==> config.mk <==
export PLATFORM = sky130hd
export DESIGN_NAME = wb_arbiter
export DESIGN_NICKNAME = d
export VERILOG_FILES = /design/src/rtl/wb_arbiter.sv
export SDC_FILE = /design/constraint.sdc
export NUM_CORES = 1
export LEC_CHECK = 0
export ABC_AREA = 0
export BUFFER_PORTS_ARGS = -buffer_cell sky130_fd_sc_hd__buf_2
export CORE_ASPECT_RATIO = 0.75
export CORE_MARGIN = 5
export CORE_UTILIZATION = 30
export DETAILED_ROUTE_END_ITERATION = 10
export SLEW_MARGIN = 40
export SYNTH_ARGS = -nofsm -noshare
export SYNTH_HDL_FRONTEND = slang
export SYNTH_SLANG_ARGS = --single-unit
==> constraint.sdc <==
create_clock -name clk -period 4.3 [get_ports clk]
set_clock_uncertainty 0.15 [all_clocks]
set_input_delay 0.215 -clock clk [delete_from_list [all_inputs] [get_ports clk]]
set_output_delay 0.215 -clock clk [all_outputs]
set_load 0.05 [all_outputs]
==> src/rtl/wb_arbiter.sv <==
// wb_arbiter: two small request FIFOs (EXE path = req0, MEM path = req1)
// share one registered register-file write port with round-robin arbitration.
//
// Handshake: a request is taken at a posedge where valid && ready are both 1.
// ready reflects only current occupancy (FIFO not full), never a same-cycle
// pop, so a full FIFO has no pass-through. A requester holds dest/data stable
// while valid && !ready.
module wb_arbiter #(
   parameter int DEPTH = 2
) (
   input  logic        clk,
   input  logic        rst,
   input  logic        req0_valid,
   input  logic [3:0]  req0_dest,
   input  logic [31:0] req0_data,
   output logic        req0_ready,
   input  logic        req1_valid,
   input  logic [3:0]  req1_dest,
   input  logic [31:0] req1_data,
   output logic        req1_ready,
   output logic        WriteBackEn,
   output logic [3:0]  Dest_WB,
   output logic [31:0] Result_WB,
   output logic [14:0] pending
);

   localparam int          PW       = $clog2(DEPTH);
   localparam logic [PW:0] FULL_CNT = (PW+1)'(DEPTH);
   localparam logic [PW:0] ONE_CNT  = (PW+1)'(1);
   localparam logic [PW-1:0] ONE_PTR = PW'(1);

   // FIFO storage and bookkeeping, index [k] = requester k
   logic [3:0]       r_dest [2][DEPTH];
   logic [31:0]      r_data [2][DEPTH];
   logic [DEPTH-1:0] r_vld  [2];
   logic [PW-1:0]    r_wptr [2];
   logic [PW-1:0]    r_rptr [2];
   logic [PW:0]      r_cnt  [2];

   // 1 when requester 1 was popped most recently; reset value lets req0 win first
   logic             r_last1;

   // Output register
   logic             r_wbe;
   logic [3:0]       r_wb_dest;
   logic [31:0]      r_wb_data;

   logic [1:0]       w_valid;
   logic [1:0]       w_full;
   logic [1:0]       w_ne;
   logic [1:0]       w_acc;
   logic [1:0]       w_pop;
   logic [3:0]       w_in_dest [2];
   logic [31:0]      w_in_data [2];
   logic [DEPTH-1:0] w_set [2];
   logic [DEPTH-1:0] w_clr [2];
   logic             w_sel;
   logic [3:0]       w_head_dest;
   logic [31:0]      w_head_data;
   logic [14:0]      w_pend;

   assign w_valid      = {req1_valid, req0_valid};
   assign w_in_dest[0] = req0_dest;
   assign w_in_dest[1] = req1_dest;
   assign w_in_data[0] = req0_data;
   assign w_in_data[1] = req1_data;

   // Occupancy status and accept decision per FIFO
   always_comb begin
      for (int k = 0; k < 2; k++) begin
         w_full[k] = (r_cnt[k] == FULL_CNT);
         w_ne[k]   = (r_cnt[k] != '0);
         w_acc[k]  = w_valid[k] & ~w_full[k];
      end
   end

   // Readies read 1 while reset is held so requesters never see a stale full
   assign req0_ready = rst | ~w_full[0];
   assign req1_ready = rst | ~w_full[1];

   // Round-robin: a lone non-empty FIFO always wins; on contention the one
   // not popped last wins
   assign w_pop[0] = w_ne[0] & (~w_ne[1] | r_last1);
   assign w_pop[1] = w_ne[1] & (~w_ne[0] | ~r_last1);

   assign w_sel       = w_pop[1];
   assign w_head_dest = r_dest[w_sel][r_rptr[w_sel]];
   assign w_head_data = r_data[w_sel][r_rptr[w_sel]];

   // Per-slot valid set/clear masks for this cycle's accept and pop
   always_comb begin
      for (int k = 0; k < 2; k++) begin
         w_set[k] = '0;
         w_clr[k] = '0;
         if (w_acc[k]) w_set[k][r_wptr[k]] = 1'b1;
         if (w_pop[k]) w_clr[k][r_rptr[k]] = 1'b1;
      end
   end

   // FIFO pointers, occupancy and slot valids; reset empties both FIFOs
   always_ff @(posedge clk) begin
      for (int k = 0; k < 2; k++) begin
         if (rst) begin
            r_wptr[k] <= '0;
            r_rptr[k] <= '0;
            r_cnt[k]  <= '0;
            r_vld[k]  <= '0;
         end else begin
            if (w_acc[k]) r_wptr[k] <= r_wptr[k] + ONE_PTR;
            if (w_pop[k]) r_rptr[k] <= r_rptr[k] + ONE_PTR;
            if (w_acc[k] && !w_pop[k])
               r_cnt[k] <= r_cnt[k] + ONE_CNT;
            else if (!w_acc[k] && w_pop[k])
               r_cnt[k] <= r_cnt[k] - ONE_CNT;
            r_vld[k] <= (r_vld[k] | w_set[k]) & ~w_clr[k];
         end
      end
   end

   // FIFO payload storage; slot valids make a reset of the payload unnecessary
   always_ff @(posedge clk) begin
      for (int k = 0; k < 2; k++) begin
         if (w_acc[k]) begin
            r_dest[k][r_wptr[k]] <= w_in_dest[k];
            r_data[k][r_wptr[k]] <= w_in_data[k];
         end
      end
   end

   // Round-robin pointer moves only when something is actually popped
   always_ff @(posedge clk) begin
      if (rst)           r_last1 <= 1'b1;
      else if (w_pop[0]) r_last1 <= 1'b0;
      else if (w_pop[1]) r_last1 <= 1'b1;
   end

   // Output register: load the popped head; dest 15 drains without a write
   always_ff @(posedge clk) begin
      if (rst) begin
         r_wbe     <= 1'b0;
         r_wb_dest <= '0;
         r_wb_data <= '0;
      end else if (|w_pop) begin
         r_wbe     <= (w_head_dest != 4'hF);
         r_wb_dest <= w_head_dest;
         r_wb_data <= w_head_data;
      end else begin
         r_wbe     <= 1'b0;
      end
   end

   assign WriteBackEn = r_wbe;
   assign Dest_WB     = r_wb_dest;
   assign Result_WB   = r_wb_data;

   // Scoreboard bits: queued entries plus the write currently on the port
   always_comb begin
      w_pend = '0;
      for (int j = 0; j < 15; j++) begin
         for (int k = 0; k < 2; k++) begin
            for (int i = 0; i < DEPTH; i++) begin
               if (r_vld[k][i] && (r_dest[k][i] == 4'(j))) w_pend[j] = 1'b1;
            end
         end
         if (r_wbe && (r_wb_dest == 4'(j))) w_pend[j] = 1'b1;
      end
   end

   assign pending = rst ? 15'h0 : w_pend;

endmodule

==> results.yml, run 1 <==
timing:
  timing_hold_violations_final: 0
  final.min_clock_period_ps: 2710
  timing.slew.headroom_pct: 51.7
  fin_max_slew_vios: 0
  setup_viol_count_final: 0
  finalHoldWorstSlack_ps: 53.7
  timing.setup.tns_ps: 0
  achievable-frequency_ghz: 0.370
  fin_crit_sh_pct: 62.9
  unrepaired_setup_endpoints_after_global_routing: "no"
  measured_slew_at_the_worst_slew_check_pin_ps: 723
cts:
  holdBufCountCts: 72
  cts.htree.levels: 4
  post_cts_resized: 0
  clk_transition_reported_paths_ps: 70
  clock_root_buffer: "sky130_fd_sc_hd__clkbuf_16"
  buffers_from_clock_root_to_sink_at_most: 2
  tritoncts: "done"
  cts_bufs_inserted: 17
  worstSkewPairLatency_ps: 440
  numClockSinks: 194
  post_cts.repair.setup_buffers: 0
placement:
  placed_wire_length_estimate_after_detailed_placement_mm: 13.7
  place.port_buffers: 129
  gp_congestion: 0.875
floorplan:
  core-area_mm2: 0.0261
  die-area_mm2: 0.0300
  dieWidth_um: 198
  initial_standard_cell_utilization_of_the_core_pct: 30.6
  die_h_um: 151
  fp-row-count: 51
  io_pins: 130
routing:
  detail_route.first_pass.iterations: 5
  detail_route.vias_per_cell: 4.88
  iter_0_drt_violations: 317
  ant_nets: 0
  drcViolationCount: 0
  total_wire_length_mm: 20.7
  route.vias.total: 5459
  avgRoutedWirePerCell_um: 18.5
outcome:
  status: "completed"
worst_hold_path:
  min_delay_startpoint: "req0_valid"
  worstHoldPathType: "in2reg"
logic_synthesis:
  mappedNetlistNets: 635
  ys_ff_latch: 194
  postSynth.asyncResetShare_pct: 0
  mappedNetlistArea_mm2: 0.00798
  unique_masters_post_synth: 46
  syn-mean-instance-area_um2: 14.3
  seq_area_frac_synth_pct: 67.8
  synth.yosys.warnings: 0
  synth-edff-count: 152
  ys_dominant_reg_cell: "sky130_fd_sc_hd__edfxtp_1"
  synthCells: 557
global_routing:
  vias_in_the_first_global_route: 5464
  grt_overflow: 0
  grt_antenna_before_repair: 0
  grt_max_degree: 38
  grt_util_all_layers_pct: 13.9
  global_route_wire_length_before_repair_mm: 31.4
worst_setup_path:
  critPathMaxFanout: 22
  cp_data_required_time_ps: 4470
  worstSetupStartpointType: "flop"
  worst_r2r_startpoint: "r_cnt[0][0]$_DFFE_PP_"
  timing.critical_path.to_type: "flop"
  crit_path_start: "r_cnt[0][0]$_DFFE_PP_"
  critical_path_arrival_ps: 2870
  criticalPathCategory: "reg2reg"
power:
  power.ir.vdd_worst_mv: 0.304
  leakage_nw: 3.79
  power.total_mw: 6.71
  power_density_mw_per_mm2: 654
layout:
  most_common_library_cell_in_the_layout_ignoring_fill_and_taps: "sky130_fd_sc_hd__edfxtp_1"
  fin_util_pct: 39.3
  syn_to_final_growth_pct: 28.7
  antenna-diode-count: 0
  num-nets-final: 839
  layout_cell_share_with_drive_strength_beyond_1_pct: 25.1
  mostFrequentLayoutCells: "sky130_fd_sc_hd__edfxtp_1 (152), sky130_fd_sc_hd__buf_2 (129), sky130_fd_sc_hd__nand2_1 (78)"
run:
  cap_violations: 0
[area by class of cell]
class / count / area (um^2)
Clock buffer: 17 / 425
Clock inverter: 15 / 124
Fill cell: 2446 / 15800
Inverter: 6 / 22.5
Multi-Input combinational cell: 329 / 2380
Sequential cell: 194 / 5410
Tap cell: 344 / 430
Timing Repair Buffer: 213 / 1480
[flip-flops by register name (all words and copies together) (netlist names)]
name         cells
Dest_WB          4
r_last1          1
r_wptr           2
WriteBackEn      1
r_data         128
r_dest          16
r_rptr           2
Result_WB       32
r_vld            4
r_cnt            4
[final timing paths]
kind / slack [ps] / endpoint / cells past startpoint
setup reg to reg: 1590 / Result_WB[4]$_SDFFE_PP0P_ / 7
hold / removal: 50 / r_wptr[0]$_DFFE_PP_ / 3
setup / recovery: 1590 / Result_WB[4]$_SDFFE_PP0P_ / 7
hold reg to reg: 320 / Result_WB[1]$_SDFFE_PP0P_ / 1
[per-layer routing]
layer,vias to the layer above,routed length (um),GRT usage (%)
li1,2569,-,-
met3,24,1220,3.60
met2,183,9720,22.3
met4,0,235,3.79
met5,-,0,0
met1,2683,9520,18.8
[metrics by stage]
step	cells	area, um^2	setup WS, ps
after floorplan	557	7980	1420
final	1118	10300	1590
after global routing	1118	10300	1380
after global placement	1011	8940	1680
after detailed placement	1014	8990	1590
after CTS	1118	10300	1560
[synthesized netlist by cell type (7+ instances only)]
| master | n | area share, % |
|---|---|---|
| sky130_fd_sc_hd__nor2b_1 | 11 | 0.86 |
| sky130_fd_sc_hd__nand2_1 | 78 | 3.7 |
| sky130_fd_sc_hd__buf_6 | 7 | 0.99 |
| sky130_fd_sc_hd__a32o_1 | 32 | 4.0 |
| sky130_fd_sc_hd__nand3_1 | 10 | 0.63 |
| sky130_fd_sc_hd__nand2_2 | 10 | 0.78 |
| sky130_fd_sc_hd__dfxtp_1 | 42 | 11 |
| sky130_fd_sc_hd__a31oi_1 | 10 | 0.78 |
| sky130_fd_sc_hd__buf_2 | 11 | 0.69 |
| sky130_fd_sc_hd__a22oi_1 | 20 | 1.9 |
| sky130_fd_sc_hd__edfxtp_1 | 152 | 57 |
| sky130_fd_sc_hd__nor2_1 | 18 | 0.85 |
| sky130_fd_sc_hd__mux2i_1 | 76 | 9.5 |
[cell families after synthesis]
family	after synthesis	share of synthesized area [%]
compound gates	93	9.96
xor+xnor	2	0.220
fa+ha+maj	2	0.314
buf+inv	34	2.81
flops	194	67.8
mux	76	9.54
simple gates	156	9.38
[where the power goes]
part | switching, mW | total [mW] | internal [mW]
clock | 0.719 | 1.47 | 0.755
combinational | 1.73 | 2.56 | 0.830
sequential | 0.223 | 2.68 | 2.45
total | 2.67 | 6.71 | 4.04
[critical path, cell delays in order, from the launching register on]
cell	delay, ps
sky130_fd_sc_hd__edfxtp_1	390
sky130_fd_sc_hd__inv_1	100
sky130_fd_sc_hd__ha_1	430
sky130_fd_sc_hd__inv_2	140
sky130_fd_sc_hd__a21oi_4	620
sky130_fd_sc_hd__buf_4	380
sky130_fd_sc_hd__nand2_1	90
sky130_fd_sc_hd__a32o_1	270
Note: power is estimated with default switching activity, not from simulation.
==> run 2: changes to the inputs <==
==> constraint.sdc (replaced) <==
create_clock -name clk -period 2.68 [get_ports clk]
set_clock_uncertainty 0.15 [all_clocks]
set_input_delay 0.134 -clock clk [delete_from_list [all_inputs] [get_ports clk]]
set_output_delay 0.134 -clock clk [all_outputs]
set_load 0.05 [all_outputs]
==> run 2 against run 1 <==
Compared with the run above: worst setup slack got worse by 1500 ps; cell count grew 0.72%; clock power rose by 76%; wire length increased by 2.6%; count of clock-buffer cells in the layout grew 4; largest cell class unchanged.
==> results.yml, run 2 (synthesis results as in run 1) <==
layout:
  sequential_cell_area_mm2: 0.00541
  instances_no_fill: 1126
  mostFrequentLayoutCells: "sky130_fd_sc_hd__edfxtp_1 (152), sky130_fd_sc_hd__buf_2 (129), sky130_fd_sc_hd__nand2_1 (78)"
  num-nets-final: 847
  filler_cell_count: 2477
  antenna-diode-count: 0
  syn_to_final_growth_pct: 30.3
  fin_util_pct: 39.8
  layout_cell_share_with_drive_strength_beyond_1_pct: 25.2
  multi_input_comb_area_mm2: 0.00237
  flip_flop_count_of_the_largest_register_after_layout: 128
  most_common_library_cell_in_the_layout_ignoring_fill_and_taps: "sky130_fd_sc_hd__edfxtp_1"
worst_hold_path:
  min_delay_startpoint: "rst"
  hold_path_depth: 3
  worstHoldPathType: "in2reg"
  min_delay_worst_endpoint: "r_last1$_SDFFE_PP1P_"
cts:
  cts.htree.levels: 4
  tritoncts: "done"
  worstSkewPairLatency_ps: 430
  clock_root_buffer: "sky130_fd_sc_hd__clkbuf_16"
  post_cts_resized: 0
  holdBufCountCts: 74
  clk_transition_reported_paths_ps: 70
  cts_bufs_inserted: 17
  post_cts.repair.setup_buffers: 0
  numClockSinks: 194
  buffers_from_clock_root_to_sink_at_most: 2
global_routing:
  grt_max_degree: 41
  vias_in_the_first_global_route: 5505
  grt_antenna_before_repair: 0
  global_route_wire_length_before_repair_mm: 31.9
  grt_util_all_layers_pct: 14.1
  grt_overflow: 0
floorplan:
  dieWidth_um: 198
  initial_standard_cell_utilization_of_the_core_pct: 30.6
  core-area_mm2: 0.0261
  die_h_um: 151
  fp-row-count: 51
  io_pins: 130
  die-area_mm2: 0.0300
routing:
  iter_0_drt_violations: 344
  total_wire_length_mm: 21.2
  detail_route.first_pass.iterations: 5
  drcViolationCount: 0
  detail_route.vias_per_cell: 4.85
  ant_nets: 0
  avgRoutedWirePerCell_um: 18.9
  route.vias.total: 5456
worst_setup_path:
  critical_path_arrival_ps: 2270
  regToRegSetupSlack_ps: 470
  reg_to_reg_critical_path_endpoint: "WriteBackEn$_SDFF_PP0_"
  r2r_cells: 7
  crit_path_start: "r_dest[1][2]$_DFFE_PP_"
  timing.critical_path.to_type: "primary output"
  criticalPathCategory: "reg2out"
  worst_r2r_startpoint: "r_cnt[0][0]$_DFFE_PP_"
  critPathMaxFanout: 5
  cp_data_required_time_ps: 2400
  worstSetupStartpointType: "flop"
timing:
  fin_max_slew_vios: 0
  timing_hold_violations_final: 0
  final.min_clock_period_ps: 2560
  measured_slew_at_the_worst_slew_check_pin_ps: 718
  timing.setup.tns_ps: 0
  setup_viol_count_final: 0
  unrepaired_setup_endpoints_after_global_routing: "no"
  timing.slew.headroom_pct: 52.0
  fin_crit_sh_pct: 95.3
  achievable-frequency_ghz: 0.391
outcome:
  status: "completed"
placement:
  placed_wire_length_estimate_after_detailed_placement_mm: 13.6
  dp_cells: 1020
  place.port_buffers: 129
  gp_congestion: 0.863
power:
  power.ir.vdd_worst_mv: 0.571
  power_density_mw_per_mm2: 1070
  leakage_nw: 3.85
run:
  cap_violations: 0
-- run 2: changes by cell type in the layout (fill, tap and decap cells not counted), sizes merged --
cell         delta
bufinv          +3
inv             -5
dlygate4sd3     +2
clkinvlp        +1
clkbuf          +4
clkinv          -3
buf             +6
-- run 2: stage by stage --
step / area (um^2) / setup slack (ps) / power, mW / hold WS, ps
final: 10400 / 125 / 11.1 / 29.0
after global routing: 10400 / 89.3 / 11.7 / 64.6
after CTS: 10400 / 128 / 11.2 / 25.9
after detailed placement: 9050 / 453 / 8.54 / 175
after global placement: 9050 / 541 / 8.49 / 171
after floorplan: 7980 / 311 / 7.40 / 82.9
-- run 2: cell type report --
| type | count | share of cell area [%] |
|---|---|---|
| Multi-Input combinational cell | 329 | 22.8 |
| Clock buffer | 21 | 4.34 |
| Tap cell | 344 | 4.14 |
| Timing Repair Buffer | 221 | 15.0 |
| Sequential cell | 194 | 52.0 |
| Inverter | 6 | 0.217 |
| Clock inverter | 11 | 1.46 |
-- run 2: where the power goes --
part,internal (mW),switching (mW)
clock network,1.50,1.09
registers,3.94,0.359
logic,1.38,2.83
total,6.82,4.28
-- run 2: worst max path at each step --
stage                                         to  slack (ps)  depth (start not counted)
after floorplan                       pending[8]         310                          3
after global placement    WriteBackEn$_SDFF_PP0_         540                          7
after detailed placement  WriteBackEn$_SDFF_PP0_         450                          7
after CTS                             pending[3]         130                          4
after global routing                  pending[3]          90                          4
final                                 pending[3]         120                          4
-- run 2: critical path, cell delays in order, from the launching register on --
cell	delay (ps)
sky130_fd_sc_hd__edfxtp_1	440
sky130_fd_sc_hd__nor3b_1	640
sky130_fd_sc_hd__a32oi_1	210
sky130_fd_sc_hd__a41oi_1	250
sky130_fd_sc_hd__buf_2	300
-- run 2: routing by layer --
metal / vias up / global-route usage, % / part of all wire (%)
li1: 2578 / - / -
met1: 2653 / 18.5 / 45
met2: 203 / 23.1 / 47
met3: 22 / 3.98 / 7.0
met4: 0 / 3.85 / 1.2
met5: - / 0 / 0
==> run 3: changes to the inputs <==
--- a/config.mk
+++ b/config.mk
@@ -5,7 +5,7 @@
 export SDC_FILE = /design/constraint.sdc
 export NUM_CORES = 1
 export LEC_CHECK = 0
-export ABC_AREA = 0
+export ABC_AREA = 1
 export BUFFER_PORTS_ARGS = -buffer_cell sky130_fd_sc_hd__buf_2
 export CORE_ASPECT_RATIO = 0.75
 export CORE_MARGIN = 5
==> run 3 against run 2 <==
Compared with the run above: sequential share of layout area down 1.3 points; design area up 2.6%; hold slack better by 32 ps; critical endpoint is now pending[13]; largest power group is now combinational cells; highest routed layer is now met5.
==> results.yml, run 3 <==
outcome:
  status: "completed"
logic_synthesis:
  seq_area_frac_synth_pct: 65.0
  synth-edff-count: 152
  unique_masters_post_synth: 37
  syn-mean-instance-area_um2: 10.3
  synth.cells.most_frequent: "sky130_fd_sc_hd__nand2_1 (279), sky130_fd_sc_hd__edfxtp_1 (152), sky130_fd_sc_hd__nand3_1 (115)"
  post-synth-top-count-cell: "sky130_fd_sc_hd__nand2_1"
  synth_xor_xnor_area_share_pct: 0.211
  synthesized_area_fraction_occupied_by_ao_oa_aoi_and_oai_cells_pct: 4.02
  synthAdderAreaFrac_pct: 0.301
  synth.mux.area_fraction_pct: 0.120
  postSynth.asyncResetShare_pct: 0
  synth.yosys.warnings: 0
  dominant_combinational_cell_family_by_area_after_synthesis: "simple AND/OR/NAND/NOR gates"
  yosys.area.top_type: "sky130_fd_sc_hd__edfxtp_1"
  yosys.area_share.simple_pct: 24.9
  ys_top_cells_by_area: "sky130_fd_sc_hd__edfxtp_1 (55%), sky130_fd_sc_hd__nand2_1 (13%), sky130_fd_sc_hd__dfxtp_1 (10%)"
  netlist.area_leader.share_pct: 54.9
  ys_dominant_reg_cell: "sky130_fd_sc_hd__edfxtp_1"
  ys_ff_latch: 194
  mappedNetlistNets: 887
  mappedNetlistArea_mm2: 0.00832
  synthCells: 809
worst_hold_path:
  hold_path_depth: 4
  min_delay_startpoint: "req1_valid"
  min_delay_worst_endpoint: "r_wptr[1]$_SDFFCE_PN0P_"
  worstHoldPathType: "in2reg"
power:
  switching_share_pct: 42.4
  comb_power_share_pct: 41.2
  power.share.sequential_pct: 36.4
  power.ir.vdd_worst_mv: 0.555
  switching_pwr_mw: 5.01
  p_int_mw: 6.80
  power_density_mw_per_mm2: 1110
  leakage_nw: 4.33
  clkPwrFrac_pct: 22.4
global_routing:
  vias_in_the_first_global_route: 6348
  grt_util_all_layers_pct: 14.6
  grt_antenna_before_repair: 2
  grt_max_degree: 38
  grt_overflow: 0
  global_route_wire_length_before_repair_mm: 35.6
cts:
  numClockSinks: 194
  clk_transition_reported_paths_ps: 70
  cts.htree.levels: 4
  holdBufCountCts: 72
  buffers_from_clock_root_to_sink_at_most: 2
  clock_root_buffer: "sky130_fd_sc_hd__clkbuf_16"
  tritoncts: "done"
  cts_bufs_inserted: 17
  post_cts_resized: 0
  post_cts.repair.setup_buffers: 0
  worstSkewPairLatency_ps: 430
routing:
  route.vias.total: 6370
  ant_nets: 0
  detail_route.vias_per_cell: 4.62
  avgRoutedWirePerCell_um: 16.4
  detail_route.first_pass.iterations: 5
  drcViolationCount: 0
  total_wire_length_mm: 22.6
  iter_0_drt_violations: 424
timing:
  achievable-frequency_ghz: 0.417
  timing_hold_violations_final: 0
  timing.slew.headroom_pct: 55.7
  unrepaired_setup_endpoints_after_global_routing: "no"
  timing.setup.tns_ps: 0
  fin_crit_sh_pct: 89.6
  final.min_clock_period_ps: 2400
  fin_max_slew_vios: 0
  finalHoldWorstSlack_ps: 61.1
  measured_slew_at_the_worst_slew_check_pin_ps: 664
  setup_viol_count_final: 0
layout:
  filler_cell_count: 2587
  num-nets-final: 1092
  mostFrequentLayoutCells: "sky130_fd_sc_hd__nand2_1 (279), sky130_fd_sc_hd__edfxtp_1 (152), sky130_fd_sc_hd__buf_2 (129)"
  layout_cell_share_with_drive_strength_beyond_1_pct: 19.9
  most_common_library_cell_in_the_layout_ignoring_fill_and_taps: "sky130_fd_sc_hd__nand2_1"
  final_cell_area_mm2: 0.0107
  fin_util_pct: 39.3
  flip_flop_count_of_the_largest_register_after_layout: 128
  syn_to_final_growth_pct: 28.1
  instances_no_fill: 1379
placement:
  placement.cell_area_mm2: 0.00933
  gp_congestion: 0.860
  dp_cells: 1274
  placed_wire_length_estimate_after_detailed_placement_mm: 15.4
  place.port_buffers: 129
floorplan:
  die-area_mm2: 0.0312
  dieWidth_um: 202
  core-area_mm2: 0.0271
  die_h_um: 154
  initial_standard_cell_utilization_of_the_core_pct: 30.7
  fp-row-count: 52
  io_pins: 130
worst_setup_path:
  timing.critical_path.to_type: "primary output"
  worst_path_largest_cell_delay_ps: 480
  cp_data_required_time_ps: 2400
  critical-path-slowest-cell: "sky130_fd_sc_hd__nor3_1"
  path_cells: "inv_1, nor3_1, nand2_1, a41oi_1, buf_2"
  critical_path_arrival_ps: 2120
  reg_to_reg_critical_path_endpoint: "r_cnt[0][1]$_DFFE_PP_"
  worst_r2r_startpoint: "r_cnt[0][0]$_DFFE_PP_"
  r2r_cells: 9
  criticalPathCategory: "reg2out"
  regToRegSetupSlack_ps: 350
  critPathMaxFanout: 4
  worstSetupStartpointType: "flop"
run:
  cap_violations: 0
[run 3: cell count changes after synthesis, sizes merged, moves of 6 or more]
cell	change
nand2	+197
buf	+8
and3	-6
inv	+38
nor2b	-11
a32o	-32
nor2	+47
mux2i	-75
nand3	+106
a21oi	+9
a22oi	-18
o21ai	+12
[run 3: area by class of cell]
| cell class | count | area [um^2] | share of cell area (%) |
|---|---|---|---|
| sequential | 194 | 5410 | 50.7 |
| antenna | 1 | 2.50 | 0.0235 |
| timing repair buffer | 220 | 1550 | 14.5 |
| tap | 351 | 439 | 4.12 |
| inverter | 44 | 168 | 1.57 |
| clock buffer | 20 | 437 | 4.10 |
| clock inverter | 12 | 173 | 1.62 |
| multi-input combinational | 537 | 2490 | 23.3 |
[run 3: worst max-delay path by stage]
stage               slack [ps]  cells past startpoint               startpoint                        end
detailed placement         380                     11    r_cnt[0][0]$_DFFE_PP_  Result_WB[8]$_SDFFE_PP0P_
finish                     280                      5  Dest_WB[0]$_SDFFE_PP0P_                pending[13]
floorplan                 -300                      5    r_cnt[0][0]$_DFFE_PP_     r_data[0][0]$_DFFE_PP_
CTS                        290                      5  Dest_WB[0]$_SDFFE_PP0P_                pending[13]
global route               160                      5  Dest_WB[0]$_SDFFE_PP0P_                 pending[1]
global placement           440                     11    r_cnt[0][0]$_DFFE_PP_  Result_WB[5]$_SDFFE_PP0P_
[run 3: critical path, delay by kind of cell, from the launching register on]
kind                   cells  cell delay (ps)
AOI/OAI and AO/OA          1              300
and+or+nand+nor            2              590
DFF                        1              390
buffers and inverters      2              410
[run 3: logic make-up (layout without fill, tap and decap cells)]
logic type | Yosys count | after routing
mux | 1 | 1
fa+ha+maj | 2 | 2
buf+inv | 78 | 296
simple gates | 478 | 478
other cells | 0 | 1
compound gates | 54 | 54
flops | 194 | 194
xor+xnor | 2 | 2
[run 3: per-stage QoR]
| stage | power, mW | setup WS (ps) |
|---|---|---|
| finish | 11.8 | 279 |
| global placement | 9.14 | 443 |
| detailed placement | 9.19 | 380 |
| CTS | 11.9 | 288 |
| floorplan | 8.09 | -296 |
| global route | 12.6 | 163 |
[run 3: power groups by stage]
| stage | Combinational, mW | Clock (mW) | Sequential (mW) |
|---|---|---|---|
| 3_5_place_dp | 4.84 | 0 | 4.35 |
| 3_3_place_gp | 4.79 | 0 | 4.35 |
| 6_report | 4.87 | 2.64 | 4.30 |
| 4_1_cts | 4.95 | 2.70 | 4.29 |
| 2_1_floorplan | 3.09 | 0 | 5.00 |
| 5_1_grt | 5.42 | 2.84 | 4.36 |
[run 3: routing by layer]
metal,vias to the layer above,part of all wire (%),wire length [um],global-route usage (%)
met5,-,0.057,13,0
li1,3160,-,-,-
met2,199,46,10500,24.1
met3,15,6.0,1350,3.43
met1,2994,47,10600,20.1
met4,2,0.71,160,2.58
